`src/rtl/pe_array_pkg.sv`:
```
// Shared types and default dimensions for the PE array feeder path.
package pe_array_pkg;

   localparam int PE_WIDTH = 16;
   localparam int PE_ROWS  = 4;
   localparam int PE_DEPTH = 8;

   typedef enum logic [1:0] {
      IDLE,
      STREAM,
      DRAIN
   } feeder_state_e;

   // One skew-lane slot at the default element width.
   typedef struct packed {
      logic                last;
      logic                valid;
      logic [PE_WIDTH-1:0] data;
   } lane_t;

endpackage

```
`src/rtl/skew_delay_line.sv`:
```
// Fixed-length register chain for one skew lane; advances only while enabled.
module skew_delay_line #(
   parameter int WIDTH = 16,
   parameter int DELAY = 1
) (
   input  logic             clk,
   input  logic             clr_i,
   input  logic             en_i,
   input  logic [WIDTH-1:0] d_i,
   output logic [WIDTH-1:0] q_o
);

   logic [WIDTH-1:0] stage_q [DELAY];

   always_ff @(posedge clk) begin
      if (clr_i) begin
         for (int i = 0; i < DELAY; i++) stage_q[i] <= '0;
      end else if (en_i) begin
         stage_q[0] <= d_i;
         for (int i = 1; i < DELAY; i++) stage_q[i] <= stage_q[i-1];
      end
   end

   assign q_o = stage_q[DELAY-1];

endmodule

```
`src/rtl/feature_skew_feeder.sv`:
```
// Buffers feature vectors and feeds the PE array rows with a diagonal skew
// (row r lags row 0 by r cycles), inserting bubbles for gaps and hold.
module feature_skew_feeder
   import pe_array_pkg::*;
#(
   parameter int WIDTH = PE_WIDTH,
   parameter int ROWS  = PE_ROWS,
   parameter int DEPTH = PE_DEPTH
) (
   input  logic                  clk,
   input  logic                  rst,
   input  logic                  s_valid,
   output logic                  s_ready,
   input  logic [ROWS*WIDTH-1:0] s_data,
   input  logic                  s_last,
   input  logic                  hold,
   output logic [ROWS*WIDTH-1:0] feature_out,
   output logic [ROWS-1:0]       in_en,
   output logic                  busy,
   output logic                  done
);

   localparam int PTR_W  = (DEPTH > 1) ? $clog2(DEPTH) : 1;
   localparam int CNT_W  = $clog2(DEPTH) + 1;
   localparam int DCNT_W = (ROWS > 1) ? $clog2(ROWS) : 1;

   logic [ROWS*WIDTH:0]   mem_q [DEPTH];
   logic [PTR_W-1:0]      wr_ptr_q, rd_ptr_q;
   logic [CNT_W-1:0]      count_q, count_d;
   feeder_state_e         state_q, state_d;
   logic [DCNT_W-1:0]     drain_cnt_q, drain_cnt_d;
   logic                  push, pop, fifo_empty;
   logic [ROWS*WIDTH-1:0] head_data;
   logic                  head_last;
   logic                  tail_last;

   assign s_ready    = (count_q < CNT_W'(DEPTH));
   assign push       = s_valid && s_ready;
   assign fifo_empty = (count_q == '0);
   assign {head_last, head_data} = mem_q[rd_ptr_q];
   assign count_d    = count_q + CNT_W'(push) - CNT_W'(pop);
   assign busy       = (state_q != IDLE) || !fifo_empty;

   always_ff @(posedge clk) begin
      if (push) mem_q[wr_ptr_q] <= {s_last, s_data};
   end

   always_ff @(posedge clk) begin
      if (rst) begin
         wr_ptr_q    <= '0;
         rd_ptr_q    <= '0;
         count_q     <= '0;
         state_q     <= IDLE;
         drain_cnt_q <= '0;
      end else begin
         if (push) wr_ptr_q <= wr_ptr_q + 1'b1;
         if (pop)  rd_ptr_q <= rd_ptr_q + 1'b1;
         count_q     <= count_d;
         state_q     <= state_d;
         drain_cnt_q <= drain_cnt_d;
      end
   end

   // Pops happen only in STREAM so a following stream waits until the drain finishes.
   always_comb begin
      state_d     = state_q;
      drain_cnt_d = drain_cnt_q;
      pop         = 1'b0;
      done        = 1'b0;
      case (state_q)
         IDLE: begin
            if (push || !fifo_empty) state_d = STREAM;
         end
         STREAM: begin
            if (!hold && !fifo_empty) begin
               pop = 1'b1;
               if (head_last) begin
                  state_d     = DRAIN;
                  drain_cnt_d = '0;
               end
            end
         end
         DRAIN: begin
            if (!hold) begin
               if (drain_cnt_q == DCNT_W'(ROWS-1)) begin
                  done    = tail_last;
                  state_d = IDLE;
               end else begin
                  drain_cnt_d = drain_cnt_q + 1'b1;
               end
            end
         end
         default: state_d = IDLE;
      endcase
   end

   for (genvar r = 0; r < ROWS; r++) begin : g_lane
      // Only the last row needs to carry the last tag through its chain.
      localparam int LW = (r == ROWS-1) ? WIDTH + 2 : WIDTH + 1;
      logic [LW-1:0] lane_in, lane_out;

      assign lane_in = LW'({pop && head_last, pop,
                            pop ? head_data[r*WIDTH +: WIDTH] : {WIDTH{1'b0}}});

      skew_delay_line #(
         .WIDTH (LW),
         .DELAY (r + 1)
      ) u_dly (
         .clk   (clk),
         .clr_i (rst),
         .en_i  (!hold),
         .d_i   (lane_in),
         .q_o   (lane_out)
      );

      assign in_en[r] = !hold && lane_out[WIDTH];
      assign feature_out[r*WIDTH +: WIDTH] = in_en[r] ? lane_out[WIDTH-1:0] : {WIDTH{1'b0}};

      if (r == ROWS-1) begin : g_tail
         assign tail_last = lane_out[WIDTH+1];
      end
   end

endmodule
```
`config.mk`:
```
export PLATFORM = sky130hd
export DESIGN_NAME = feature_skew_feeder
export DESIGN_NICKNAME = d
export VERILOG_FILES = /design/src/rtl/pe_array_pkg.sv /design/src/rtl/skew_delay_line.sv /design/src/rtl/feature_skew_feeder.sv
export SDC_FILE = /design/constraint.sdc
export NUM_CORES = 1
export LEC_CHECK = 0
export BUFFER_PORTS_ARGS = -buffer_cell sky130_fd_sc_hd__buf_2
export CORE_MARGIN = 2
export CORE_UTILIZATION = 50
export CTS_CLUSTER_SIZE = 16
export DETAILED_ROUTE_END_ITERATION = 8
export GPL_TIMING_DRIVEN = 0
export PLACE_DENSITY_LB_ADDON = 0.12
export SKIP_LAST_GASP = 1
export SLEW_MARGIN = 20
export SYNTH_ARGS = -nofsm -noshare
export SYNTH_HDL_FRONTEND = slang
export SYNTH_SLANG_ARGS = --single-unit
```
`constraint.sdc`:
```
create_clock -name clk -period 15.85 [get_ports clk]
set_input_delay 3.17 -clock clk [delete_from_list [all_inputs] [get_ports clk]]
set_output_delay 3.17 -clock clk [all_outputs]
set_load 0.02 [all_outputs]
```
Yosys cells after proc, flatten, opt, wreduce, memory -nomap -nowiden
Memory sizes are Yosys's and may differ from the RTL's. A register that Yosys moved wholly into a read port is not among the register bits.
Cells that the tools add are included.
- bits of input ports: 69
- memories kept: 5
- ROM bits: 0
- register bits: 14
- latch bits: 0
- bits in writable memories: 694
- memory list (name ; words ; bits a word ; read ports ; clocked after Yosys merged registers in ; wr ports ; RTL line ; source):
    mem_q ; 8 ; 65 ; 1 ; 1 ; 1 ; feature_skew_feeder.sv:27 ; logic [ROWS*WIDTH:0] mem_q [DEPTH];
    g_lane[3].u_dly.stage_q ; 4 ; 18 ; 4 ; 0 ; 4 ; skew_delay_line.sv:13 ; logic [WIDTH-1:0] stage_q [DELAY];
    g_lane[2].u_dly.stage_q ; 3 ; 17 ; 3 ; 0 ; 3 ; skew_delay_line.sv:13 ;
    g_lane[1].u_dly.stage_q ; 2 ; 17 ; 2 ; 0 ; 2 ; skew_delay_line.sv:13 ;
    g_lane[0].u_dly.stage_q ; 1 ; 17 ; 1 ; 0 ; 1 ; skew_delay_line.sv:13 ;
- div/mod/pow operators: 0
- shift-type cells: 0
- add/sub/neg operators: 5
- order comparisons: 1
- equal/unequal tests: 9
- mux-type cells: 44
- reductions and logical operators: 18
- multiply operators: 0
- bitwise operators: 9
- operator list (operator ; count):
    two-way mux 16 bit ; 8
    two-way mux 17 bit ; 6
    two-way mux 18 bit ; 4
    two-way mux 2 bit ; 9
    OR reduction 17 bit ; 1
    two-way mux 1 bit ; 13
    inequality test 2 bit, second input constant ; 6
    AND reduction 5 bit ; 2
    bitwise OR 1 bit ; 9
    logical AND 1 bit ; 7
    adder 3 x 1 -> 3 bit, second input constant ; 2
    two-way mux 3 bit ; 2
    case mux 2 bit (3 select lines) ; 1
    adder 4 x 1 -> 4 bit ; 1
    == test 2 bit, second input constant ; 2
    logical NOT 4 bit ; 1
    < comparator 4 bit, second input constant ; 1
    case mux 2 bit (2 select lines) ; 1
    nonzero test 2 bit ; 2
    subtractor 4 x 1 -> 4 bit ; 1
    adder 2 x 1 -> 2 bit, second input constant ; 1
    == test 2 x 1 -> 1 bit, second input constant ; 1
    logical NOT 1 bit ; 2
    logical NOT 2 bit ; 1
    logical OR 1 bit ; 2

Longest topological paths before layout
Gate-level depths: netlist of the first run.
- depth after elaboration: 7
- gate-level depth with buffers: 12

Cells and area by module
From an unflattened synthesis of the first run, not the netlist that was laid out.
- cell total of the unflattened synthesis: 1410
- area, all modules: 28280.9 sq um
- by module, submodules not included (module ; cells each ; instances ; area each (sq um)):
    feature_skew_feeder ; 991 ; 1 ; 20897.5
    skew_delay_line at g_lane[3].u_dly ; 160 ; 1 ; 2935.3
    skew_delay_line at g_lane[2].u_dly ; 130 ; 1 ; 2225.9
    skew_delay_line at g_lane[1].u_dly ; 92 ; 1 ; 1525.2
    skew_delay_line at g_lane[0].u_dly ; 37 ; 1 ; 696.9

Least setup slack after synthesis of the first run
No wires, ideal clock.
- path type: in2reg
- from: input port s_valid
- to: memory mem_q[0][0] in the netlist's numbering, enable pin
- stages on the path: 3
- path buffers: 0
- setup time: 0.648 ns
- slack: 5.399 ns
- data arrival time: 9.802 ns
- required time: 15.202 ns
- cell sequence: nor2b_1 -> inv_1 -> nor4_1
- cells in the longest elaborated chain, start to end: 3
- ends and longest elaborated chain (what ; RTL line ; source):
    start, declared ; feature_skew_feeder.sv:12 ; input logic s_valid,
    logical AND 1 bit ; feature_skew_feeder.sv:38 ; assign push = s_valid && s_ready;
    two-way mux 1 bit ; feature_skew_feeder.sv:45 ; if (push) mem_q[wr_ptr_q] <= {s_last, s_data};
    two-way mux 1 bit (implied by the code) ; feature_skew_feeder.sv:45 ;
    end, declared ; feature_skew_feeder.sv:27 ;
Every way passes these cells.

Worst setup path in the final report of the first run
- from: input port hold
- to: output port feature_out[13]
- cells in the longest elaborated chain, start to end: 3
- ends and longest elaborated chain (what ; RTL line ; source):
    start, declared ; feature_skew_feeder.sv:16 ; input logic hold,
    logical NOT 1 bit ; feature_skew_feeder.sv:116 ; assign in_en[r] = !hold && lane_out[WIDTH];
    logical AND 1 bit ; feature_skew_feeder.sv:116 ;
    two-way mux 16 bit ; feature_skew_feeder.sv:117 ; assign feature_out[r*WIDTH +: WIDTH] = in_en[r] ? lane_out[WIDTH-1:0] : {WIDTH{1'b0}};
    end, declared ; feature_skew_feeder.sv:17 ; output logic [ROWS*WIDTH-1:0] feature_out,
Every way passes these cells.

==> results.toml, run 1 <==
[power_and_ir_drop]
power_density_nw_per_um2 = 138.3
vdd_ir_drop_max_v = 0.00007146
power_leakage_nw = 10.86

[critical_path]
worstPathArrival_ns = 4.92
r2r_slack_ns = 12.86
reg2reg_depth = 8
crit_type = "input port to output port"
crit_path_start_kind = "input port"
required_ns = 12.68
endpoint_kind = "output port"
crit_start = "hold"
cp_max_fo = 10
r2r_end = "mem_q[0][57]$_DFFE_PP_"
r2r-start = "count_q[3]$_SDFF_PP0_"
crit_end = "feature_out[13]"

[routing]
drt_pass1_iterations = 5
vias = 12610
drt_iter0_drc = 937
routed_wirelength_um = 53690
antenna_left = 0
via_per_inst = 5.468
drc_errors = 0
wire_per_inst_um = 23.28

[clocking]
worst_skew_pair.late_latency_ns = 0.60
cts_tree = "yes"
htree_num_levels = 3
cts_setup_buffers = 0
cts_hold_buffers = 0
clk_path_buf_depth = 3
cts_made_buffers = 72
clkTransAtPathRegs_ns = 0.06
cts_resized = 0
cts.root.buffer_cell = "clkbuf_16"
cts.sinks = 705

[synthesis]
synth_cell_types = 38
synthFlopType = "edfxtp_1"
synthesis.area_um2 = 26860
netlist_instances = 1276
syn_area_per_cell_um2 = 21.05
ys_ff_latch = 705
synth_nets = 1354
ys_warn_count = 0
synth_area_leaders = "edfxtp_1, mux4_2, and2_1, mux2i_1, dfxtp_1"
netlist_top_cells_count = "edfxtp_1, and2_1, mux4_2"
synth_top_area_frac = 0.7690
async_reset_ff_frac = 0
yosysMostFrequentCell = "edfxtp_1"
yosysTopAreaCell = "edfxtp_1"
synth_edf_count = 688
synth.yosys.seq_area_share = 0.7817

[global_routing]
grt_pass1_vias = 13000
grt_pass1_wl_um = 81450
antenna_found_initial = 8
grt_overflow_total = 0
grt_usage = 0.1982
grt_start_max_net_pins = 57

[die]
design.core.area_um2 = 52870
num_rows = 84
fp.dieW_um = 235.8
initial_core_util = 0.5082
die_h_um = 235.8
ios = 140
die_area_um2 = 55600

[sta]
skew_ns = 0.01691
setup_slack_ns = 7.763
max_freq_mhz = 123.7
fin_crit_sh = 0.5102
drv_slew = 0
period_needed_ns = 8.087
relSlewSlack = 0.2694
grt_setup_unrepaired = "no"
finalSetupViolCount = 0
hold_ws_ns = 0.4921
hold_viol = 0
worst_slew_pin_slew_ns = 1.096

[status]
status = "completed"

[layout]
area_growth_pct = 17.78
multiInputGateArea_um2 = 5482
final_core_util = 0.5985
num-fill-cells = 3821
seq_area_um2 = 21000
nets = 1637
layout-drive-gt1-share = 0.2956

[placement]
place_ws_ns = 7.742
place_hpwl_um = 35270
port_buffers = 139
gp_congestion = 0.7063

[flow_run]
maxCapViolCount = 0

[min_path]
hp-class = "register to register"
worst max-delay path, cell delays in order:
cell      delay [ns]
buf_2           0.10
buf_2           0.21
nor2b_1         0.66
clkbuf_1        0.40
and2_1          0.20
buf_2           0.16
layout make-up:
class / count / area share
repair buffers: 209 / 0.04860
multi-input cells: 500 / 0.1732
well taps: 688 / 0.02721
plain buffers: 61 / 0.01277
diodes: 1 / 0.00007909
flip-flops and latches: 705 / 0.6637
inverters: 10 / 0.001186
clock inverters: 32 / 0.009609
clock buffers: 100 / 0.06362
logic make-up (layout without fill, tap and decap cells):
logic type,count (synthesis),after routing,synth area share
muxes,196,196,0.1357
and+or+nand+nor,280,280,0.05771
buffers and inverters,71,412,0.01644
other,0,1,0
xor gates and xnor gates,6,6,0.001956
adders and majority gates,9,9,0.004471
DFF,705,705,0.7817
AOI/OAI and AO/OA,9,9,0.002003
flip-flops by register name, indices dropped and copies added (netlist names), named ones only:
register              cells
wr_ptr_q                  3
g_lane.u_dly.stage_q    168
drain_cnt_q               2
state_q                   2
mem_q                   520
count_q                   4
rd_ptr_q                  3
routing by layer:
metal	track usage	vias to the layer above	routed length [µm]	share of wire
li1	-	5634	-	-
met1	0.2832	6557	23640	0.44
met2	0.3159	330	26060	0.49
met3	0.03581	76	2962	0.055
met4	0.05964	12	958	0.018
met5	0	-	67	0.0012
through the flow:
step / instances / total power [mW] / setup TNS [ns] / area [µm²]
3_3_place_gp: 2103 / 2.765 / -107.66 / 28420
2_1_floorplan: 1276 / 2.610 / 0 / 26860
6_report: 2306 / 4.376 / 0 / 31640
4_1_cts: 2305 / 4.427 / 0 / 31640
3_5_place_dp: 2173 / 2.769 / 0 / 29320
5_1_grt: 2305 / 4.546 / 0 / 31640
placed cells by master (no fill, tap or decap), types with 3 or more instances in the layout:
cell       netlist  layout
bufinv_16        0       6
clkbuf_1        18      41
nor2_1          79      76
buf_16           0      11
xor2_1           4       4
nor2_4           0       3
buf_4            1      23
mux4_1          12      12
clkbuf_16        0      77
clkinv_1         0      16
dfxtp_1         17      17
buf_8            2       3
inv_1           10      10
mux2i_1         65      65
clkinv_2         0       6
edfxtp_1       688     688
buf_12           0       4
nand2b_1         4       3
and2_1         164     164
mux4_2         118     118
nor2b_1         10       9
nor3_2           1       5
buf_6           16      35
ha_1             8       8
nand2_1          8       8
a21oi_1          4       4
buf_2           23     175
report_power, final:
group          leakage [nW]  internal, mW  total [mW]  switching, mW
registers              6.72          2.17        2.20         0.0282
clock network          1.12         0.986        1.66          0.672
logic                  3.02         0.251       0.521          0.270
how the worst min path moves through the flow:
stage / startpoint / end / slack (ns) / cells past startpoint
after floorplan: state_q[1]$_SDFFE_PP0P_ / state_q[0]$_SDFFE_PP0P_ / 0.45 / 1
after global placement: state_q[1]$_SDFFE_PP0P_ / state_q[0]$_SDFFE_PP0P_ / 0.46 / 1
after detailed placement: state_q[1]$_SDFFE_PP0P_ / state_q[0]$_SDFFE_PP0P_ / 0.48 / 1
after CTS: state_q[1]$_SDFFE_PP0P_ / state_q[0]$_SDFFE_PP0P_ / 0.50 / 1
after global routing: state_q[1]$_SDFFE_PP0P_ / state_q[0]$_SDFFE_PP0P_ / 0.51 / 1
final: state_q[1]$_SDFFE_PP0P_ / state_q[0]$_SDFFE_PP0P_ / 0.49 / 1
Note: power is estimated with default switching activity, not from simulation.
==> run 2, diff against run 1 <==
==> constraint.sdc (replaced) <==
create_clock -name clk -period 6.7 [get_ports clk]
set_input_delay 1.34 -clock clk [delete_from_list [all_inputs] [get_ports clk]]
set_output_delay 1.34 -clock clk [all_outputs]
set_load 0.02 [all_outputs]
==> results.toml, run 2 (synthesis gave the netlist of run 1 again) <==
[status]
status = "completed"

[layout]
layout-drive-gt1-share = 0.2956
most-common-layout-cells = "edfxtp_1, and2_1, buf_2, mux4_2, nor2_1"
final_core_util = 0.5971
final_common_cell = "edfxtp_1"
largest-register = "mem_q"
num-fill-cells = 3852
stdcell_count = 2289
largest_reg_flops = 520
area_growth_pct = 17.50
top_regs = "mem_q (520), g_lane.u_dly.stage_q (168), count_q (4)"
nets = 1626
design_area_um2 = 31570
seq_area_um2 = 21000
multiInputGateArea_um2 = 5494

[clocking]
cts_made_buffers = 71
cts_hold_buffers = 0
cts_setup_buffers = 0
clkTransAtPathRegs_ns = 0.06
cts.sinks = 705
worst_skew_pair.late_latency_ns = 0.59
clk_path_buf_depth = 3
cts_tree = "yes"
cts.root.buffer_cell = "clkbuf_16"
cts_resized = 0
htree_num_levels = 3

[power_and_ir_drop]
vdd_ir_drop_max_v = 0.0001620
p_int_mw = 7.962
power_density_nw_per_um2 = 324.4
swShare = 0.2224
p_sw_mw = 2.277
power_leakage_nw = 10.80
finalPower_mw = 10.24
comb_power_share = 0.121
p_seq_frac = 0.507
clkPwrFrac = 0.371

[routing]
drt_iter0_drc = 1230
vias = 12450
routed_wirelength_um = 53330
wire_per_inst_um = 23.30
drt_pass1_iterations = 7
antenna_left = 0
via_per_inst = 5.438
drc_errors = 0

[die]
initial_core_util = 0.5082
num_rows = 84
design.core.area_um2 = 52870
ios = 140
die_area_um2 = 55600
fp.dieW_um = 235.8
die_h_um = 235.8

[flow_run]
maxCapViolCount = 0

[critical_path]
endpoint_kind = "output port"
cp_max_fo = 10
worstPathArrival_ns = 3.18
r2r-start = "count_q[3]$_SDFF_PP0_"
crit_start = "hold"
reg2reg_depth = 8
required_ns = 5.36
crit_type = "input port to output port"
crit_path_start_kind = "input port"
r2r_end = "mem_q[3][10]$_DFFE_PP_"
r2r_slack_ns = 3.89

[placement]
gp_congestion = 0.7129
place_hpwl_um = 34450
place_ws_ns = 2.180
port_buffers = 139
place_area_um2 = 29320
place_inst = 2163

[sta]
finalSetupViolCount = 0
max_freq_mhz = 221.5
skew_ns = 0.01306
relSlewSlack = 0.2966
fin_setup_tns_ns = 0
fin_crit_sh = 0.6739
worst_slew_pin_slew_ns = 1.055
setup_slack_ns = 2.185
period_needed_ns = 4.515
hold_viol = 0
grt_setup_unrepaired = "no"
hold_ws_ns = 0.4985
drv_slew = 0

[min_path]
worstHoldStart = "state_q[1]$_SDFFE_PP0P_"
holdPathStages = 1
holdPathEnd = "state_q[0]$_SDFFE_PP0P_"
hp-class = "register to register"

[global_routing]
grt_usage = 0.1963
grt_pass1_wl_um = 80200
grt_pass1_vias = 12630
antenna_found_initial = 8
grt_overflow_total = 0
grt_start_max_net_pins = 39
run 2: changes by cell type in the layout (fill, tap and decap cells not counted), sizes merged:
| cell | delta |
|---|---|
| buf | -10 |
| bufinv | -2 |
| clkbuf | -10 |
| clkinv | +3 |
| clkinvlp | +1 |
| inv | +1 |
run 2: area by class of cell:
type                    instances  area share
well taps                     688     0.02727
flip-flops and latches        705      0.6653
plain buffers                  61     0.01280
clock inverters                35    0.008641
repair buffers                199     0.04816
inverters                      10    0.001189
diodes                          1  0.00007928
clock buffers                  90     0.06251
multi-input cells             500      0.1741
run 2: worst max path at each step:
| stage | cells past startpoint | slack [ns] | endpoint |
|---|---|---|---|
| finish | 6 | 2.18 | feature_out[42] |
| global route | 6 | 2.09 | feature_out[43] |
| CTS | 6 | 2.17 | feature_out[42] |
| detailed placement | 6 | 2.18 | feature_out[42] |
| global placement | 4 | -5.39 | mem_q[3][9]$_DFFE_PP_ |
| floorplan | 3 | -0.19 | mem_q[2][0]$_DFFE_PP_ |
run 2: per-layer routing:
metal	global-route usage	routed length, µm
met1	0.2763	23060
met2	0.3167	26520
met3	0.03604	2779
met4	0.05945	901
met5	0	64
run 2: worst max-delay path, stage by stage:
cell and delay [ns]:
buf_2 0.10, buf_2 0.22, nor2b_1 0.83, clkbuf_1 0.34, and2_1 0.18, buf_2 0.16
run 2: power groups by stage:
stage / clock network [mW] / logic, mW / registers (mW)
2_1_floorplan: 0 / 0.870 / 5.30
3_3_place_gp: 0 / 1.18 / 5.34
3_5_place_dp: 0 / 1.26 / 5.29
4_1_cts: 3.90 / 1.27 / 5.20
5_1_grt: 4.07 / 1.35 / 5.22
6_report: 3.80 / 1.24 / 5.20
